`src/rtl/ntt_pkg.sv`:
```
// Shared definitions for the Kyber NTT core: mode codes, ring constants and
// the scheduler state encoding.
package ntt_pkg;

    localparam logic [1:0] MODE_NTT  = 2'b00;
    localparam logic [1:0] MODE_INTT = 2'b01;
    localparam logic [1:0] MODE_IN   = 2'b10;
    localparam logic [1:0] MODE_OUT  = 2'b11;

    localparam int N_COEF   = 256;
    localparam int N_LAYERS = 7;
    localparam int KYBER_Q  = 3329;
    localparam int N_INV    = 1441;

    typedef enum logic [2:0] {
        ST_IDLE  = 3'd0,
        ST_ISSUE = 3'd1,
        ST_DRAIN = 3'd2,
        ST_FIN   = 3'd3,
        ST_SCALE = 3'd4
    } sched_state_e;

endpackage

```
`src/rtl/ntt_pipe_delay.sv`:
```
// Fixed-depth shift register with asynchronous clear; aligns write-back
// strobes and addresses with the butterfly datapath latency.
module ntt_pipe_delay #(
    parameter int WIDTH = 1,
    parameter int DEPTH = 4
) (
    input  logic             clk,
    input  logic             rst,
    input  logic [WIDTH-1:0] din,
    output logic [WIDTH-1:0] dout
);

    logic [WIDTH-1:0] pipe_q [DEPTH];
    logic [WIDTH-1:0] pipe_d [DEPTH];

    always_comb begin
        pipe_d[0] = din;
        for (int i = 1; i < DEPTH; i++) begin
            pipe_d[i] = pipe_q[i-1];
        end
    end

    always_ff @(posedge clk or posedge rst) begin
        if (rst) begin
            for (int i = 0; i < DEPTH; i++) begin
                pipe_q[i] <= '0;
            end
        end else begin
            pipe_q <= pipe_d;
        end
    end

    assign dout = pipe_q[DEPTH-1];

endmodule

```
`src/rtl/ntt_bfly_sched.sv`:
```
// Butterfly address/twiddle scheduler for the 256-point Kyber NTT/INTT.
// Optional INTT n^-1 scaling pass enabled by NTT_BFLY_SCHED_INTT_SCALE_EN.
module ntt_bfly_sched
    import ntt_pkg::*;
#(
    parameter int N        = 256,
    parameter int LAYERS   = 7,
    parameter int ADDR_W   = 8,
    parameter int TW_W     = 7,
    parameter int PIPE_LAT = 4
) (
    input  logic              clk,
    input  logic              rst,
    input  logic              start,
    input  logic [1:0]        mode,
    input  logic              stall,
    output logic              rd_en,
    output logic [ADDR_W-1:0] rd_addr_a,
    output logic [ADDR_W-1:0] rd_addr_b,
    output logic [TW_W-1:0]   tw_idx,
    output logic              inv,
    output logic              newloop,
    output logic              wen,
    output logic [ADDR_W-1:0] wr_addr_a,
    output logic [ADDR_W-1:0] wr_addr_b,
    output logic              busy,
    output logic              done
`ifdef NTT_BFLY_SCHED_INTT_SCALE_EN
    ,
    output logic              scale
`endif
);

    localparam int              K_W    = ADDR_W - 1;
    localparam logic [K_W-1:0]  K_LAST = K_W'(N / 2 - 1);
    localparam logic [2:0]      L_LAST = 3'(LAYERS - 1);
    localparam logic [2:0]      L_TOP  = 3'(ADDR_W - 1);
    localparam logic [3:0]      D_LAST = 4'(PIPE_LAT - 1);
    localparam int              WB_W   = 2 * ADDR_W + 1;

    sched_state_e      state_q, state_d;
    logic [2:0]        layer_q, layer_d;
    logic [K_W-1:0]    k_q, k_d;
    logic [3:0]        dcnt_q, dcnt_d;
    logic              inv_q, inv_d;
    logic              issuing;
`ifdef NTT_BFLY_SCHED_INTT_SCALE_EN
    logic              scale_pass_q, scale_pass_d;

    assign issuing = (state_q == ST_ISSUE) || (state_q == ST_SCALE);
`else
    assign issuing = (state_q == ST_ISSUE);
`endif

    always_comb begin
        state_d = state_q;
        layer_d = layer_q;
        k_d     = k_q;
        dcnt_d  = dcnt_q;
        inv_d   = inv_q;
`ifdef NTT_BFLY_SCHED_INTT_SCALE_EN
        scale_pass_d = scale_pass_q;
`endif
        if (issuing && !stall) begin
            k_d = k_q + 1'b1;
            if (k_q == K_LAST) begin
                state_d = ST_DRAIN;
                dcnt_d  = '0;
            end
        end
        case (state_q)
            ST_IDLE: begin
                if (start && (mode == MODE_NTT || mode == MODE_INTT)) begin
                    inv_d   = (mode == MODE_INTT);
                    layer_d = '0;
                    k_d     = '0;
                    state_d = ST_ISSUE;
`ifdef NTT_BFLY_SCHED_INTT_SCALE_EN
                    scale_pass_d = 1'b0;
`endif
                end
            end
            // Drain ignores stall so every write of a layer lands before the next read.
            ST_DRAIN: begin
                dcnt_d = dcnt_q + 1'b1;
                if (dcnt_q == D_LAST) begin
                    k_d = '0;
                    if (layer_q != L_LAST) begin
                        layer_d = layer_q + 1'b1;
                        state_d = ST_ISSUE;
                    end
`ifdef NTT_BFLY_SCHED_INTT_SCALE_EN
                    else if (inv_q && !scale_pass_q) begin
                        scale_pass_d = 1'b1;
                        state_d      = ST_SCALE;
                    end
`endif
                    else begin
                        state_d = ST_FIN;
                    end
                end
            end
            ST_FIN:  state_d = ST_IDLE;
            default: ;
        endcase
    end

    always_ff @(posedge clk or posedge rst) begin
        if (rst) begin
            state_q <= ST_IDLE;
            layer_q <= '0;
            k_q     <= '0;
            dcnt_q  <= '0;
            inv_q   <= 1'b0;
`ifdef NTT_BFLY_SCHED_INTT_SCALE_EN
            scale_pass_q <= 1'b0;
`endif
        end else begin
            state_q <= state_d;
            layer_q <= layer_d;
            k_q     <= k_d;
            dcnt_q  <= dcnt_d;
            inv_q   <= inv_d;
`ifdef NTT_BFLY_SCHED_INTT_SCALE_EN
            scale_pass_q <= scale_pass_d;
`endif
        end
    end

    // sh = log2(len): 7-l for Cooley-Tukey, l+1 for Gentleman-Sande.
    logic [2:0]        sh;
    logic [ADDR_W-1:0] k_ext, mask, grp, a_bfly, b_bfly;
    logic [TW_W-1:0]   tw_bfly;

    always_comb begin
        sh      = inv_q ? (layer_q + 3'd1) : (L_TOP - layer_q);
        k_ext   = {1'b0, k_q};
        mask    = (ADDR_W'(1) << sh) - ADDR_W'(1);
        grp     = k_ext >> sh;
        a_bfly  = (grp << ({1'b0, sh} + 4'd1)) | (k_ext & mask);
        b_bfly  = a_bfly | (ADDR_W'(1) << sh);
        tw_bfly = inv_q ? (({TW_W{1'b1}} >> layer_q) - TW_W'(grp))
                        : ((TW_W'(1) << layer_q) + TW_W'(grp));
    end

    always_comb begin
        rd_en     = issuing && !stall;
        rd_addr_a = '0;
        rd_addr_b = '0;
        tw_idx    = '0;
        newloop   = 1'b0;
        if (rd_en) begin
            rd_addr_a = a_bfly;
            rd_addr_b = b_bfly;
            tw_idx    = tw_bfly;
            newloop   = (k_q == '0);
`ifdef NTT_BFLY_SCHED_INTT_SCALE_EN
            if (state_q == ST_SCALE) begin
                rd_addr_a = {k_q, 1'b0};
                rd_addr_b = {k_q, 1'b1};
                tw_idx    = '0;
            end
`endif
        end
    end

`ifdef NTT_BFLY_SCHED_INTT_SCALE_EN
    assign scale = rd_en && (state_q == ST_SCALE);
`endif

    assign inv  = inv_q;
    assign busy = (state_q != ST_IDLE);
    assign done = (state_q == ST_FIN);

    // Read addresses are zero when idle, so the delayed copies are zero whenever wen is low.
    logic [WB_W-1:0] wb_in, wb_out;

    assign wb_in = {rd_en, rd_addr_a, rd_addr_b};

    ntt_pipe_delay #(
        .WIDTH(WB_W),
        .DEPTH(PIPE_LAT)
    ) u_wb_delay (
        .clk (clk),
        .rst (rst),
        .din (wb_in),
        .dout(wb_out)
    );

    assign wen       = wb_out[WB_W-1];
    assign wr_addr_a = wb_out[2*ADDR_W-1:ADDR_W];
    assign wr_addr_b = wb_out[ADDR_W-1:0];

endmodule
```
`config.mk`:
```
export PLATFORM = sky130hd
export DESIGN_NAME = ntt_bfly_sched
export DESIGN_NICKNAME = d
export VERILOG_FILES = /design/src/rtl/ntt_pkg.sv /design/src/rtl/ntt_pipe_delay.sv /design/src/rtl/ntt_bfly_sched.sv
export SDC_FILE = /design/constraint.sdc
export NUM_CORES = 1
export LEC_CHECK = 0
export ABC_AREA = 1
export CAP_MARGIN = 20
export CORE_MARGIN = 5
export CORE_UTILIZATION = 25
export DETAILED_ROUTE_END_ITERATION = 10
export PLACE_DENSITY = 0.46
export RECOVER_POWER = 100
export SLEW_MARGIN = 30
export SYNTH_ARGS = -nofsm -noshare
export SYNTH_HDL_FRONTEND = slang
export SYNTH_SLANG_ARGS = --single-unit
```
`constraint.sdc`:
```
create_clock -name clk -period 4.5 [get_ports clk]
set_input_delay 0.675 -clock clk [delete_from_list [all_inputs] [get_ports clk]]
set_output_delay 0.675 -clock clk [all_outputs]
set_load 0.02 [all_outputs]
```
==> flow_summary.toml <==
[grt]
number_of_global_route_vias_before_repair = 3383
groute.usage.overall = 0.106
globalRouteOverflowTotal = 0
antenna_violations_before_repair = 0
grt_max_degree = 58
global_route_wire_length_before_repair_um = 17400

[power]
p_int_mw = 1.81
pleak_nw = 2.80
ir_worst_vdd_mv = 0.231
pwr-share-seq = 0.345
report.power.total_mw = 3.08
power-per-cell-area_nw_per_um2 = 571
power_switching_mw = 1.27
sw_frac_of_total = 0.411
clock_power_share = 0.226
p_comb_frac = 0.429

[synth]
synth-simple-area-share = 0.237
ys_ff_latch = 86
post-synth-top-area-fraction = 0.480
yosys-top-cells-area = "sky130_fd_sc_hd__dfrtp_1, sky130_fd_sc_hd__nand2_1, sky130_fd_sc_hd__ha_1"
synth-xor-area-share = 0.00978
synth_edf_count = 0
yosys.area_share.adder = 0.0771
synthMostInstantiatedCell = "sky130_fd_sc_hd__nand2_1"
async_reset_ff_frac = 1.00
yosysUniqueCellTypes = 40
synth_sequential_area_ratio = 0.480
post_synth_inst_count = 516
synthMuxAreaShare = 0.00223
synth.cell_area_um2 = 4480
yosys_warns = 0
synth_top_flop_cell = "sky130_fd_sc_hd__dfrtp_1"
syn_area_per_cell_um2 = 8.68
cell_accounting_for_the_most_synthesized_area = "sky130_fd_sc_hd__dfrtp_1"
synth.cells.most_frequent = "sky130_fd_sc_hd__nand2_1, sky130_fd_sc_hd__dfrtp_1, sky130_fd_sc_hd__inv_1, sky130_fd_sc_hd__nor2_1, sky130_fd_sc_hd__nand3_1"
postSynthNetCount = 549
synth_compound_gate_area_share = 0.0955
synth_top_family_by_area = "simple AND/OR/NAND/NOR gates"

[routing]
viasPerCell = 4.32
routed_wl_um = 10300
drc = 0
wl_per_cell_um = 13.0
routed-via-count = 3424
drt_first_pass_iters = 5
drt_iter0_markers = 142
final_antenna_net_count = 0

[clock_tree]
clkTransAtPathRegs_ns = 0.06
clk_path_buf_depth = 2
cts_post_setup_buffers_inserted = 0
cts-htree-levels = 3
insertion_delay_ns = 0.33
cts_hold_buffers = 0
clock-sinks = 86
cts_tree = "done"
clock_root_buffer = "sky130_fd_sc_hd__clkbuf_16"
tritoncts.num_buffers = 9

[setup_path]
path_class = "reg -> out"
worstSetupStartpointType = "flop"
timing.reg2reg.setup_slack_ns = 1.84
crit_path_max_fanout = 21
critical_path_required_ns = 3.83
critical_path.cell_chain = "buf_6, inv_2, ha_1, inv_1, nand2_1, nand2_4, nor2_1, ha_1, inv_1, a31oi_1, o21ai_0, nand2_1, nand2_1, nand2_1, inv_1, dlygate4sd3_1"
crit_family = "buffers and inverters"
critical_path.endpoint_type = "primary output"
crit_buf_inv = 6
timing.critical_path.arrival_ns = 3.52
largest_stage_delay_worst_path_ns = 0.68
cp_slowest_cell = "sky130_fd_sc_hd__dlygate4sd3_1"
critPathMostFrequentCell = "sky130_fd_sc_hd__nand2_1"

[final_layout]
multiInputGateArea_um2 = 1890
stdcell_count = 793
fillCellCount = 1873
finish.utilization = 0.303
layout.nets = 592
area_growth_pct = 20.3
layout-drive-gt1-share = 0.0993
antenna_cells_inserted = 0
finish.instance_area_um2 = 5390
seqCellArea_um2 = 2150

[place]
placement.setup.worst_slack_ns = 0.311
placement.cell_area_um2 = 5150
placed_cells_incl_taps = 777
gpl.final_weighted_congestion = 0.918
dpl_hpwl_um = 7900
numPortBuffers = 50

[flow_run]
max-cap-violations = 1

[floorplanning]
num_io_pins = 51
num_rows = 49
initial_core_util = 0.252
design.core.area_um2 = 17800
fp.dieW_um = 144
die_area_um2 = 20700
chipHeight_um = 144

[sta]
final.period_utilization = 0.933
fin_skew_ns = 0.00690
setup_ws_ns = 0.301
slew-limit-headroom = -0.564
report.final.hold_viol_count = 0
slew_violations = 58
setup-tns-final_ns = 0
max_freq_mhz = 238
layout_min_cycle_time_ns = 4.20
report.final.setup_viol = 0
grt_setup_unrepaired = "false"
hold-worst-slack_ns = 0.347
worstMarginPinSlew_ns = 2.33

[outcome]
status = "finished, violations left"
failed_checks = "max-capacitance violations, max-slew violations"

[hold_path]
worstHoldPathType = "reg -> reg"
[power by group through the flow]
stage	clock network, mW	logic (mW)	registers [mW]
floorplan	0	0.915	1.12
global placement	0	1.39	1.08
detailed placement	0	1.40	1.08
CTS	0.724	1.40	1.07
global route	0.757	1.48	1.09
finish	0.696	1.32	1.06
[cells by family after synthesis]
kind of cell,count (synthesis)
compound gates,69
flops,86
simple gates,236
fa+ha+maj,27
xor+xnor,5
mux,1
buf+inv,92
[worst paths after layout]
check / from / endpoint / cells after the start
max: layer_q[0] / rd_addr_a[6] / 16
min: u_wb_delay.pipe_d[4] / u_wb_delay.dout[4] / 0
max reg2reg: layer_q[0] / u_wb_delay.pipe_d[40] / 14
min reg2reg: u_wb_delay.pipe_d[4] / u_wb_delay.dout[4] / 0
max in group asynchronous: rst / dcnt_q[3] / 3
min in group asynchronous: rst / u_wb_delay.dout[0] / 2
[layout by cell type (no fill, tap or decap), types with 2 or more instances in the layout]
cell	n
sky130_fd_sc_hd__a21oi_1	17
sky130_fd_sc_hd__clkbuf_2	2
sky130_fd_sc_hd__nand3b_1	3
sky130_fd_sc_hd__a31oi_1	4
sky130_fd_sc_hd__o22ai_1	3
sky130_fd_sc_hd__nand4_1	3
sky130_fd_sc_hd__ha_1	26
sky130_fd_sc_hd__inv_1	58
sky130_fd_sc_hd__dlygate4sd3_1	39
sky130_fd_sc_hd__clkbuf_1	5
sky130_fd_sc_hd__nand2_2	3
sky130_fd_sc_hd__o21ai_2	3
sky130_fd_sc_hd__nor2_2	4
sky130_fd_sc_hd__clkinvlp_4	3
sky130_fd_sc_hd__nand2_1	126
sky130_fd_sc_hd__nor2_1	47
sky130_fd_sc_hd__inv_6	4
sky130_fd_sc_hd__nor3_1	6
sky130_fd_sc_hd__buf_4	6
sky130_fd_sc_hd__nand3_1	32
sky130_fd_sc_hd__clkdlybuf4s50_1	5
sky130_fd_sc_hd__xor2_1	5
sky130_fd_sc_hd__nand3_2	3
sky130_fd_sc_hd__inv_2	5
sky130_fd_sc_hd__a211oi_1	7
sky130_fd_sc_hd__o21ai_0	23
sky130_fd_sc_hd__o21ai_4	2
sky130_fd_sc_hd__nand2_4	4
sky130_fd_sc_hd__clkbuf_16	9
sky130_fd_sc_hd__dfrtp_1	86
sky130_fd_sc_hd__o211ai_1	5
[registers in the layout, summed over array words and instances (netlist names)]
name / count
dcnt_q: 4
u_wb_delay.pipe_d: 51
state_q: 3
u_wb_delay.dout: 17
inv: 1
k_q: 7
layer_q: 3
[routing by layer]
metal  track usage  part of all wire
met3        0.0270             0.042
met4        0.0302             0.016
met1         0.147              0.48
met2         0.165              0.46
met5             0                 0
[worst register-to-register path, cell delays in order, from the launching register on]
cell                      delay, ns
sky130_fd_sc_hd__dfrtp_1       0.37
sky130_fd_sc_hd__ha_1          0.21
sky130_fd_sc_hd__inv_1         0.06
sky130_fd_sc_hd__ha_1          0.29
sky130_fd_sc_hd__nand2_1       0.09
sky130_fd_sc_hd__o21ai_4       0.18
sky130_fd_sc_hd__inv_6         0.15
sky130_fd_sc_hd__ha_1          0.40
sky130_fd_sc_hd__inv_1         0.18
sky130_fd_sc_hd__a31oi_1       0.19
sky130_fd_sc_hd__o21ai_0       0.13
sky130_fd_sc_hd__nand2_1       0.09
sky130_fd_sc_hd__nand2_1       0.05
sky130_fd_sc_hd__nand2_1       0.07
sky130_fd_sc_hd__nand2_1       0.09
[cell type report]
class	count	share of cell area
Clock buffer	9	0.0418
Sequential cell	86	0.399
Inverter	65	0.0464
Timing Repair Buffer	59	0.0992
Tap cell	229	0.0532
Multi-Input combinational cell	338	0.350
Clock inverter	7	0.00999
[what timing repair did]
item	4_1_cts	5_1_grt
cloned	0	0
resized for setup	3	8
hold endpoints to repair	0	0
setup endpoints to repair	2	6
Note: power is estimated with default switching activity, not from simulation.
